--- config.mk ---
export PLATFORM = sky130hd
export DESIGN_NAME = c3aibadapt_avmm_hrdrst_osc_ctl
export DESIGN_NICKNAME = d
export VERILOG_FILES = /design/src/rtl/c3aibadapt_avmm_hrdrst_pkg.sv /design/src/rtl/c3aibadapt_cmn_bitsync.sv /design/src/rtl/c3aibadapt_avmm_hrdrst_osc_ctl.sv
export SDC_FILE = /design/constraint.sdc
export NUM_CORES = 1
export LEC_CHECK = 0
export BUFFER_PORTS_ARGS = -buffer_cell sky130_fd_sc_hd__buf_4
export CAP_MARGIN = 20
export CORE_MARGIN = 3
export CORE_UTILIZATION = 40
export CTS_CLUSTER_SIZE = 40
export DETAILED_ROUTE_END_ITERATION = 10
export PLACE_DENSITY = 0.66
export REMOVE_ABC_BUFFERS = 1
export SETUP_SLACK_MARGIN = 0.5
export SYNTH_ARGS = -nofsm -noshare
export SYNTH_HDL_FRONTEND = slang
export SYNTH_SLANG_ARGS = --single-unit
--- constraint.sdc ---
create_clock -name avmm_clock_hrdrst_tx_osc_clk -period 4.2 [get_ports avmm_clock_hrdrst_tx_osc_clk]
set_input_delay 0.84 -clock avmm_clock_hrdrst_tx_osc_clk [delete_from_list [all_inputs] [get_ports avmm_clock_hrdrst_tx_osc_clk]]
set_output_delay 0.84 -clock avmm_clock_hrdrst_tx_osc_clk [all_outputs]
set_load 0.01 [all_outputs]
--- src/rtl/c3aibadapt_avmm_hrdrst_pkg.sv ---
// Shared types and defaults for the AVMM hard-reset oscillator-transfer sequencer.
package c3aibadapt_avmm_hrdrst_pkg;

    typedef enum logic [2:0] {
        ST_IDLE     = 3'd0,
        ST_SETTLE   = 3'd1,
        ST_XFER     = 3'd2,
        ST_DONE     = 3'd3,
        ST_DEASSERT = 3'd4
    } hrdrst_state_t;

    localparam int unsigned DEF_SETTLE_CNT  = 16;
    localparam int unsigned DEF_TIMEOUT_CNT = 255;

endpackage

--- src/rtl/c3aibadapt_cmn_bitsync.sv ---
// Multi-flop single-bit synchronizer with asynchronous active-low reset.
module c3aibadapt_cmn_bitsync #(
    parameter int unsigned SYNC_STAGE = 2,
    parameter logic        RST_VAL    = 1'b0
) (
    input  logic clk,
    input  logic rst_n,
    input  logic d,
    output logic q
);

    logic [SYNC_STAGE-1:0] sync_q;

    always_ff @(posedge clk or negedge rst_n) begin
        if (!rst_n) begin
            sync_q <= {SYNC_STAGE{RST_VAL}};
        end else begin
            sync_q <= {sync_q[SYNC_STAGE-2:0], d};
        end
    end

    assign q = sync_q[SYNC_STAGE-1];

endmodule

--- src/rtl/c3aibadapt_avmm_hrdrst_osc_ctl.sv ---
// Reset-SM endpoint of the osc-transfer handshake: settles the synchronized fabric
// enable, drives the HSSI enable and waits for its echo, flagging a sticky timeout.
module c3aibadapt_avmm_hrdrst_osc_ctl
    import c3aibadapt_avmm_hrdrst_pkg::*;
#(
    parameter int unsigned SYNC_STAGE  = 2,
    parameter int unsigned CNT_WIDTH   = 8,
    parameter int unsigned SETTLE_CNT  = DEF_SETTLE_CNT,
    parameter int unsigned TIMEOUT_CNT = DEF_TIMEOUT_CNT
) (
    input  logic       avmm_clock_hrdrst_tx_osc_clk,
    input  logic       avmm_reset_hrdrst_tx_osc_clk_rst_n,
    input  logic       sr_fabric_osc_transfer_en,
    input  logic       avmm_hrdrst_hssi_osc_transfer_en_sync,
    input  logic       r_avmm_hrdrst_settle_dis,
    output logic       avmm_hrdrst_hssi_osc_transfer_en,
    output logic       avmm_hrdrst_osc_transfer_done,
    output logic       avmm_hrdrst_osc_timeout_err,
    output logic [2:0] avmm_hrdrst_osc_fsm_state
);

    localparam logic [CNT_WIDTH-1:0] SETTLE_LAST  = CNT_WIDTH'(SETTLE_CNT - 1);
    localparam logic [CNT_WIDTH-1:0] TIMEOUT_LAST = CNT_WIDTH'(TIMEOUT_CNT - 1);
    localparam logic [CNT_WIDTH-1:0] TIMEOUT_MAX  = CNT_WIDTH'(TIMEOUT_CNT);

    hrdrst_state_t        state, state_nxt;
    logic [CNT_WIDTH-1:0] cnt, cnt_nxt;
    logic                 fab_en_s;
    logic                 echo;
    logic                 err_set;

    assign echo = avmm_hrdrst_hssi_osc_transfer_en_sync;

    c3aibadapt_cmn_bitsync #(
        .SYNC_STAGE (SYNC_STAGE),
        .RST_VAL    (1'b0)
    ) u_fab_en_sync (
        .clk   (avmm_clock_hrdrst_tx_osc_clk),
        .rst_n (avmm_reset_hrdrst_tx_osc_clk_rst_n),
        .d     (sr_fabric_osc_transfer_en),
        .q     (fab_en_s)
    );

    // cnt_nxt defaults to zero, so any state change clears the counter on entry.
    always_comb begin
        state_nxt = state;
        cnt_nxt   = '0;
        case (state)
            ST_IDLE: begin
                if (fab_en_s) begin
                    state_nxt = r_avmm_hrdrst_settle_dis ? ST_XFER : ST_SETTLE;
                end
            end
            ST_SETTLE: begin
                if (!fab_en_s) begin
                    state_nxt = ST_IDLE;
                end else if (cnt == SETTLE_LAST) begin
                    state_nxt = ST_XFER;
                end else begin
                    cnt_nxt = cnt + 1'b1;
                end
            end
            ST_XFER: begin
                if (!fab_en_s) begin
                    state_nxt = ST_DEASSERT;
                end else if (echo) begin
                    state_nxt = ST_DONE;
                end else begin
                    cnt_nxt = (cnt == TIMEOUT_MAX) ? cnt : cnt + 1'b1;
                end
            end
            ST_DONE: begin
                if (!fab_en_s) begin
                    state_nxt = ST_DEASSERT;
                end
            end
            ST_DEASSERT: begin
                if (!echo) begin
                    state_nxt = ST_IDLE;
                end
            end
            default: state_nxt = ST_IDLE;
        endcase
    end

    assign err_set = (state == ST_XFER) && !echo && (cnt == TIMEOUT_LAST);

    always_ff @(posedge avmm_clock_hrdrst_tx_osc_clk or negedge avmm_reset_hrdrst_tx_osc_clk_rst_n) begin
        if (!avmm_reset_hrdrst_tx_osc_clk_rst_n) begin
            state                            <= ST_IDLE;
            cnt                              <= '0;
            avmm_hrdrst_hssi_osc_transfer_en <= 1'b0;
            avmm_hrdrst_osc_transfer_done    <= 1'b0;
            avmm_hrdrst_osc_timeout_err      <= 1'b0;
        end else begin
            state                            <= state_nxt;
            cnt                              <= cnt_nxt;
            avmm_hrdrst_hssi_osc_transfer_en <= (state_nxt == ST_XFER) || (state_nxt == ST_DONE);
            avmm_hrdrst_osc_transfer_done    <= (state_nxt == ST_DONE);
            if (err_set) begin
                avmm_hrdrst_osc_timeout_err <= 1'b1;
            end
        end
    end

    assign avmm_hrdrst_osc_fsm_state = state;

endmodule

==> results.txt, run 1 <==
Fillers -> 173
DP HPWL -> 1060 um
CP endpoint kind -> register
Type of the worst setup path -> in2reg
Drt total wl -> 1450 um
CP Launch Type -> primary input
DRC violations left -> 0
Post-Synth XOR/XNOR Area -> 3.51%
IO Pins -> 11
Gate power share -> 14.3%
Status -> complete, no violations
Register area share after synthesis -> 53.5%
Setup Buffers After CTS -> 0
Cell internal pwr -> 213 uW
Multiplexer share of the synthesized area -> 0%
Final net count -> 93
Placer Congestion -> 0.767
Final setup violation count -> 0
Worst-skew pair later-pin latency -> 0.28 ns
Min cycle time layout -> 2.03 ns
Final hold violation count -> 0
Critical Path Max Stage Delay -> 0.62 ns
Die area -> 2430 um^2
Vias post-DR -> 585
Overall fraction of global-route tracks in use -> 13.1%
Core box area -> 1750 um^2
Gr ovfl total -> 0
Die width -> 49.3 um
Cell variety after synth -> 27
Top cells by area, synth -> dfrtp_1 (54%), o21ai_0 (4.0%), xnor2_1 (3.5%)
Yosys warns -> 0
Final Cycle Share -> 48.2%
MaxCap Viol Count -> 0
Iteration-0 DRC Markers -> 13
Most common cell after layout, fill and taps aside -> dfrtp_1
Layout cell share with drive strength beyond 1 -> 17.9%
Worst Path Required -> 4.34 ns
Yosys reg bits -> 16
Area grow syn2layout -> 15.9%
Reg clk slew, reported paths -> 0.09 ns
PD cells -> 333 nW/um^2
Max-slew headroom -> 59.7%
Vias in the first global route -> 547
Clock skew -> 0.00178 ns
Mapped cell area -> 748 um^2
Worst-margin pin slew -> 0.605 ns
CTS Buf Count -> 3
CP Max Fanout -> 6
Syn_area_per_cell -> 10.2 um^2
Cell taking the most area after synthesis -> dfrtp_1
Vias per cell -> 5.37
Slew Limit Fails -> 0
Seq. cell area -> 400 um^2
Diode count -> 0
First-pass GRT wire length -> 2390 um
Site row count -> 15
Starting Density -> 42.9%
Final ANT Viol Nets -> 0
Synth Area in Compound Gates -> 16.7%
WP data arrival -> 2.16 ns
Wire length per cell -> 13.3 um
Initial antenna violation count -> 0
Hold WC Path Type -> reg2reg
Die height -> 49.3 um
CTS tree -> yes
Clock sink total -> 16
Flop pwr share -> 58.9%
Hold_buf cts -> 0
Clock Tree Root -> clkbuf_4
IO buf count -> 10
Clock Power Share -> 26.8%
Simple-gate portion of the synthesized area -> 19.1%
Setup_tns -> 0 ns
Switching share of total power -> 26.3%
Multi-input logic area -> 319 um^2
Post-Layout Cell Count -> 109
Pleak -> 0.378 nW
Largest delay contributor family on the critical path -> simple AND/OR/NAND/NOR gates
Unrepaired setup endpoints after global routing -> false
Router iterations before antenna repair -> 4
Area share of fa/ha/maj cells after synthesis -> 3.34%
Most frequent cells in the layout -> dfrtp_1 (16), buf_4 (10), o21ai_0 (6), inv_1 (5)
Switching power -> 75.8 uW
Master of the slowest instance on the critical path -> or4_1
Max Freq -> 494 MHz
Longest Clk Path Bufs -> 2
Post_cts resized -> 0
Post-Syn Instances -> 73
H-tree depth -> 1
Cell Chain, Critical Path -> buf_4, or3b_4, or4_1, nand2_1, o21ai_0
Synth top area share -> 53.5%
CP bufs+invs -> 1
Placed cell count -> 106
Largest family of logic cells by synthesized area -> simple AND/OR/NAND/NOR gates
Maximum VDD drop -> 162 uV
Pin count of the biggest net entering global routing -> 17
-- through the flow --
| step | hold slack (ns) | power (mW) | setup slack (ns) | util (%) | area, um^2 |
|---|---|---|---|---|---|
| 3_5_place_dp | 0.341 | 0.214 | 1.91 | 48.4 | 845 |
| 5_1_grt | 0.364 | 0.306 | 2.13 | 49.7 | 867 |
| 3_3_place_gp | 0.337 | 0.214 | 1.90 | 48.4 | 845 |
| 6_report | 0.359 | 0.289 | 2.17 | 49.7 | 867 |
| 2_1_floorplan | 0.331 | 0.194 | 2.13 | - | 738 |
| 4_1_cts | 0.362 | 0.293 | 2.19 | 49.7 | 867 |
-- power groups by stage --
stage / registers (mW) / clock network [mW] / logic, mW
2_1_floorplan: 0.174 / 0 / 0.0203
3_3_place_gp: 0.173 / 0 / 0.0409
3_5_place_dp: 0.173 / 0 / 0.0412
4_1_cts: 0.170 / 0.0811 / 0.0417
5_1_grt: 0.172 / 0.0883 / 0.0454
6_report: 0.170 / 0.0775 / 0.0413
-- Yosys cell counts --
cell type,count
a31oi_1,4
buf_2,1
nor3_1,2
or3b_4,1
o21ai_0,6
nand2b_1,1
nand4_1,2
ha_1,2
a21oi_1,4
nand4b_1,1
nor2_1,4
nand3_1,2
clkbuf_2,1
nand2_1,4
and3_1,2
a211oi_2,1
or4_1,1
o31ai_1,3
a311oi_1,1
inv_1,5
xnor2_1,3
and4_1,1
o22ai_1,1
or3_1,1
nor4_1,2
dfrtp_1,16
nor2b_1,1
-- sequential cells by signal, summed over array words and instances, names as in the netlist --
name / cells
cnt: 8
avmm_hrdrst_osc_fsm_state: 3
u_fab_en_sync.sync_q: 2
avmm_hrdrst_hssi_osc_transfer_en: 1
avmm_hrdrst_osc_timeout_err: 1
avmm_hrdrst_osc_transfer_done: 1
-- cells by family after synthesis --
group,after synthesis
xor+xnor,3
fa+ha+maj,2
compound gates,20
simple gates,25
buf+inv,7
flops,16
-- per-layer routing --
metal  GRT usage (%)  part of all wire [%]  wire (um)
met3            1.83                   4.4         64
met2            17.9                    45        649
met5               0                     0          0
met1            19.6                    50        734
met4            7.11                  0.41          6
-- worst paths after layout --
| kind | cells after the start | endpoint | slack, ns | startpoint |
|---|---|---|---|---|
| setup reg to reg | 4 | cnt[4] | 2.32 | cnt[4] |
| max in group asynchronous | 1 | cnt[4] | 3.62 | avmm_reset_hrdrst_tx_osc_clk_rst_n |
| setup / recovery | 5 | cnt[0] | 2.17 | avmm_hrdrst_hssi_osc_transfer_en_sync |
| hold reg to reg | 0 | u_fab_en_sync.sync_q[1] | 0.36 | u_fab_en_sync.sync_q[0] |
| min in group asynchronous | 1 | avmm_hrdrst_hssi_osc_transfer_en | 0.40 | avmm_reset_hrdrst_tx_osc_clk_rst_n |
| hold / removal | 0 | u_fab_en_sync.sync_q[1] | 0.36 | u_fab_en_sync.sync_q[0] |
-- cell type report --
type | count | share of cell area [%]
Inverter | 5 | 2.16
Timing Repair Buffer | 10 | 8.66
Multi-Input combinational cell | 50 | 36.8
Clock buffer | 3 | 2.60
Tap cell | 25 | 3.61
Sequential cell | 16 | 46.2
Power figures use the tool's default switching activity.
==> run 2, diff against run 1 <==
Clock period 4.2 ns to 2.1 ns, I/O delays scaled along.
==> results.txt, run 2 (synthesis results as in run 1) <==
Die height -> 49.3 um (unchanged)
Status -> complete, no violations
IO Pins -> 11 (unchanged)
Slew Limit Fails -> 0 (unchanged)
Starting Density -> 42.9% (unchanged)
Worst hold path stage count -> 1 (+1)
Die width -> 49.3 um (unchanged)
Clock skew -> 0.00113 ns (-0.000647 ns)
Unrepaired setup endpoints after global routing -> true
Worst Hold End -> u_fab_en_sync.sync_q[0]
Maximum VDD drop -> 412 uV (+150%)
H-tree depth -> 1 (unchanged)
CTS Buf Count -> 3 (unchanged)
Diode count -> 0 (unchanged)
IO buf count -> 10 (unchanged)
Worst Path Required -> 2.30 ns (-2.04 ns)
Router iterations before antenna repair -> 4 (unchanged)
WP data arrival -> 1.82 ns (-0.34 ns)
Most frequent cells in the layout -> buf_4 (17), dfrtp_1 (16), o21ai_0 (6), inv_1 (5)
Max Freq -> 615 MHz
Drt total wl -> 1740 um (+20%)
R2R Path End -> cnt[3]
R2R depth -> 4 (unchanged)
Placed cell count -> 108 (+1.9%)
Vias post-DR -> 648 (+11%)
Reg clk slew, reported paths -> 0.10 ns (about the same)
Worst-margin pin slew -> 0.411 ns (-0.193 ns)
Final net count -> 101 (+8.6%)
DP HPWL -> 1140 um (+7.7%)
Critical Path Max Stage Delay -> 0.58 ns (-0.04 ns)
Worst-skew pair later-pin latency -> 0.28 ns (about the same)
CTS tree -> yes
Largest delay contributor family on the critical path -> simple AND/OR/NAND/NOR gates
Final hold violation count -> 0 (unchanged)
First-pass GRT wire length -> 2750 um (+15%)
Type of the worst setup path -> reg2reg
Cell Chain, Critical Path -> ha_2, nand3_2, or4_4, a211oi_2
Final Cycle Share -> 77.4%
Area grow syn2layout -> 31.1%
Vias in the first global route -> 609 (+11%)
Master of the slowest instance on the critical path -> or4_4
CP Max Fanout -> 6 (unchanged)
Register with the most flip-flops -> cnt
Post-Layout Cell Count -> 118 (+8.3%)
Hold WC Path Type -> in2reg
Reg-to-reg slack, setup -> 0.47 ns (-1.85 ns)
Min cycle time layout -> 1.63 ns
Max-slew headroom -> 72.3% (+13 points)
Clock Tree Root -> clkbuf_4
Final setup violation count -> 0 (unchanged)
Wire length per cell -> 14.8 um (+11%)
Iteration-0 DRC Markers -> 29 (+16)
PD cells -> 665 nW/um^2 (+100%)
Final ANT Viol Nets -> 0 (unchanged)
CP bufs+invs -> 0 (-1)
CP endpoint kind -> register
Most common cell after layout, fill and taps aside -> buf_4
Setup_tns -> 0 ns (unchanged)
Pin count of the biggest net entering global routing -> 17 (unchanged)
MaxCap Viol Count -> 0 (unchanged)
Gr ovfl total -> 0 (unchanged)
Max FFs per register -> 8 (unchanged)
CP Launch Type -> register
Hold Startpoint -> sr_fabric_osc_transfer_en
Placer Congestion -> 0.745 (-2.9%)
Site row count -> 15 (unchanged)
Layout cell share with drive strength beyond 1 -> 32.3% (+14 points)
Die area -> 2430 um^2 (unchanged)
DRC violations left -> 0 (unchanged)
Pleak -> 0.430 nW (+14%)
Overall fraction of global-route tracks in use -> 14.3% (+1.2 points)
Longest Clk Path Bufs -> 2 (unchanged)
Core box area -> 1750 um^2 (unchanged)
Vias per cell -> 5.49 (+2.3%)
Reg-to-reg startpoint -> cnt[1]
Clock sink total -> 16 (unchanged)
Initial antenna violation count -> 0 (unchanged)
-- run 2: report_power, final --
group | total [mW] | leakage (nW) | internal, mW | switching [mW]
logic | 0.115 | 0.200 | 0.0541 | 0.0605
clock network | 0.203 | 0.0210 | 0.105 | 0.0979
registers | 0.335 | 0.209 | 0.323 | 0.0118
total | 0.652 | 0.430 | 0.482 | 0.170
-- run 2: final cells by class --
type | instances | area, um^2
Inverter | 5 | 18.8
Fill cell | 154 | 764
Tap cell | 25 | 31.3
Clock buffer | 4 | 36.3
Multi-Input combinational cell | 50 | 357
Sequential cell | 16 | 400
Timing Repair Buffer | 18 | 138
-- run 2: per-layer routing --
layer  share of wire (%)  routed length, um  track usage [%]  up-vias
li1                    -                  -                -      310
met1                  46                800             19.4      307
met2                  47                812             24.1       26
met3                 5.8                101             3.06        5
met4                 1.7                 29             1.42        0
met5                   0                  0                0        -
-- run 2: how the worst max path moves through the flow --
| stage | start | to | slack (ns) | cells past startpoint |
|---|---|---|---|---|
| after floorplan | avmm_hrdrst_osc_fsm_state[0] | cnt[0] | 0.36 | 4 |
| after global placement | avmm_hrdrst_hssi_osc_transfer_en_sync | cnt[0] | 0.25 | 5 |
| after detailed placement | avmm_hrdrst_hssi_osc_transfer_en_sync | cnt[0] | 0.22 | 5 |
| after CTS | avmm_hrdrst_osc_fsm_state[0] | cnt[3] | 0.47 | 3 |
| after global routing | cnt[4] | cnt[4] | 0.41 | 4 |
| final | cnt[1] | cnt[3] | 0.47 | 4 |
-- run 2: timing repair --
item	CTS	global route
gates cloned	0	0
hold buffers	1	0
pin swaps	3	1
gates resized for setup	2	7
buffers inserted	2	3
endpoints found under the hold margin	16	0
setup endpoints to repair	8	10
-- run 2: through the flow --
step                utilization, %  hold WS, ns  total power [mW]  setup slack (ns)  instance area [um^2]
floorplan                        -        0.124             0.389             0.364                   738
detailed placement            49.2        0.291             0.434             0.216                   860
CTS                           53.2        0.231             0.648             0.465                   928
global placement              49.2        0.288             0.432             0.255                   860
global route                  56.2        0.219             0.687             0.414                   981
finish                        56.2        0.239             0.652             0.474                   981
==> run 3, diff against run 2 <==
Settings changed: PLACE_DENSITY 0.66 to 0.69.
Clock period 2.1 ns to 1.35 ns, I/O delays scaled along.
==> results.txt, run 3 (synthesis results as in run 1) <==
Final hold violation count -> 0 (unchanged)
Critical Path Max Stage Delay -> 0.54 ns (-0.04 ns)
Pin count of the biggest net entering global routing -> 17 (unchanged)
R2R depth -> 3 (-1)
Worst-margin pin slew -> 0.280 ns (-0.131 ns)
DRC violations left -> 0 (unchanged)
PD cells -> 914 nW/um^2 (+37%)
Max Freq -> 614 MHz (-0.13%)
CP endpoint kind -> register
Most common cell after layout, fill and taps aside -> buf_4
Final Util -> 70.6% (+14 points)
Drt total wl -> 2020 um (+16%)
Vias per cell -> 5.49 (about the same)
Placer Congestion -> 0.756 (+1.4%)
Gr ovfl total -> 0 (unchanged)
Final ANT Viol Nets -> 0 (unchanged)
Flop pwr share -> 46.1% (-5.2 points)
Wire length per cell -> 15.3 um (+3.5%)
Overall fraction of global-route tracks in use -> 17.4% (+3.1 points)
Clock skew -> 0.00560 ns (+0.00446 ns)
Most frequent cells in the layout -> buf_4 (19), dfrtp_1 (16), buf_6 (12), nand2_1 (4)
Master of the slowest instance on the critical path -> or4_4
Hold WC Path Type -> in2reg
CTS Buf Count -> 3 (unchanged)
Die height -> 49.3 um (unchanged)
Final setup margin -> -0.278 ns (-0.752 ns)
Total Power -> 1.13 mW (+73%)
Max-slew headroom -> 81.2% (+8.9 points)
Starting Density -> 42.9% (unchanged)
Maximum VDD drop -> 646 uV (+57%)
Reg-to-reg slack, setup -> -0.28 ns (-0.75 ns)
Clock Power Share -> 28.6% (-2.6 points)
R2R Path End -> cnt[2]
Cell internal pwr -> 813 uW (+69%)
Die area -> 2430 um^2 (unchanged)
Site row count -> 15 (unchanged)
DP HPWL -> 1240 um (+9.2%)
Worst hold path stage count -> 1 (unchanged)
Reg clk slew, reported paths -> 0.10 ns (about the same)
Vias post-DR -> 725 (+12%)
Layout cell share with drive strength beyond 1 -> 51.4% (+19 points)
Core box area -> 1750 um^2 (unchanged)
Area grow syn2layout -> 64.7%
Gate power share -> 25.4% (+7.8 points)
Final setup violation count -> 9 (+9)
Slew Limit Fails -> 0 (unchanged)
Iteration-0 DRC Markers -> 14 (-52%)
Worst Hold End -> u_fab_en_sync.sync_q[0]
Vias in the first global route -> 666 (+9.4%)
MaxCap Viol Count -> 0 (unchanged)
Switching power -> 314 uW (+84%)
Final net count -> 115 (+14%)
CP Launch Type -> register
Initial antenna violation count -> 0 (unchanged)
Setup_tns -> -1.70 ns (-1.70 ns)
Final Cycle Share -> 121% (+43 points)
H-tree depth -> 1 (unchanged)
Clock Tree Root -> clkbuf_4
Reg-to-reg startpoint -> avmm_hrdrst_osc_fsm_state[0]
WP data arrival -> 1.84 ns (+0.02 ns)
Fillers -> 126 (-18%)
Max FFs per register -> 8 (unchanged)
Pleak -> 0.534 nW (+24%)
Diode count -> 0 (unchanged)
First-pass GRT wire length -> 3070 um (+12%)
IO buf count -> 10 (unchanged)
Failing checks -> setup timing
Cell Chain, Critical Path -> or3b_4, or4_4, a31oi_1
Clock sink total -> 16 (unchanged)
CP Max Fanout -> 6 (unchanged)
CTS tree -> yes
Die width -> 49.3 um (unchanged)
Longest Clk Path Bufs -> 2 (unchanged)
Worst-skew pair later-pin latency -> 0.29 ns (about the same)
Unrepaired setup endpoints after global routing -> true
Worst Path Required -> 1.56 ns (-0.74 ns)
Register with the most flip-flops -> cnt
Type of the worst setup path -> reg2reg
Min cycle time layout -> 1.63 ns (+0.00217 ns)
WHS -> 0.0752 ns (-0.164 ns)
Router iterations before antenna repair -> 4 (unchanged)
Switching share of total power -> 27.8% (+1.8 points)
Hold Startpoint -> sr_fabric_osc_transfer_en
Status -> finished with violations
IO Pins -> 11 (unchanged)
run 3: cell types whose count changed in the layout (fill, tap and decap cells not counted), moves of 2 or more:
cell,before,now
buf_6,0,12
o21ai_0,6,3
o21ai_1,0,3
buf_4,17,19
inv_1,5,3
inv_2,0,2
nor2_4,0,2
nor4_1,2,0
nor4_4,0,2
o31ai_1,3,1
run 3: through the flow:
stage | cell area [um^2] | setup WS [ns] | instances
floorplan | 738 | -0.386 | 71
global placement | 972 | -0.318 | 123
detailed placement | 972 | -0.335 | 123
CTS | 1170 | -0.254 | 129
global route | 1230 | -0.339 | 132
finish | 1230 | -0.278 | 132
run 3: how the worst max path moves through the flow:
stage                                                startpoint      to  slack, ns  depth (start not counted)
after CTS                          avmm_hrdrst_osc_fsm_state[0]  cnt[3]      -0.25                          3
after global placement    avmm_hrdrst_hssi_osc_transfer_en_sync  cnt[1]      -0.32                          6
final                              avmm_hrdrst_osc_fsm_state[0]  cnt[2]      -0.28                          3
after detailed placement           avmm_hrdrst_osc_fsm_state[0]  cnt[1]      -0.34                          6
after global routing               avmm_hrdrst_osc_fsm_state[0]  cnt[2]      -0.34                          3
after floorplan                    avmm_hrdrst_osc_fsm_state[0]  cnt[0]      -0.39                          4
run 3: per-layer routing:
metal / global-route usage (%) / part of all wire [%]
met1: 21.3 / 42
met4: 9.95 / 2.3
met3: 2.75 / 4.5
met2: 28.8 / 51
met5: 0 / 0
run 3: final cells by class:
class / instances / area (um^2) / area share, %
Tap cell: 25 / 31.3 / 2.54
Sequential cell: 16 / 400 / 32.5
Clock buffer: 4 / 36.3 / 2.94
Multi-Input combinational cell: 50 / 458 / 37.2
Timing Repair Buffer: 32 / 288 / 23.4
Inverter: 5 / 18.8 / 1.52
run 3: what timing repair did:
action | 4_1_cts | 5_1_grt
gates cloned | 0 | 0
hold endpoints to repair | 16 | 0
hold buffers | 1 | 0
gates resized for setup | 35 | 7
setup buffers | 1 | 3
setup endpoints to repair | 20 | 20
pin swaps | 5 | 3
run 3: power groups by stage:
stage                     registers (mW)  clock network (mW)  logic [mW]
after floorplan                    0.541                   0      0.0632
after global placement             0.520                   0       0.186
after detailed placement           0.521                   0       0.188
after CTS                          0.516               0.331       0.256
after global routing               0.522               0.354       0.307
final                              0.519               0.322       0.286
run 3: worst max-delay path, delay by kind of cell (launching register included):
kind / cells / cell delay, ns
and+or+nand+nor: 2 / 0.95
AOI/OAI and AO/OA: 1 / 0.21
DFF: 1 / 0.39
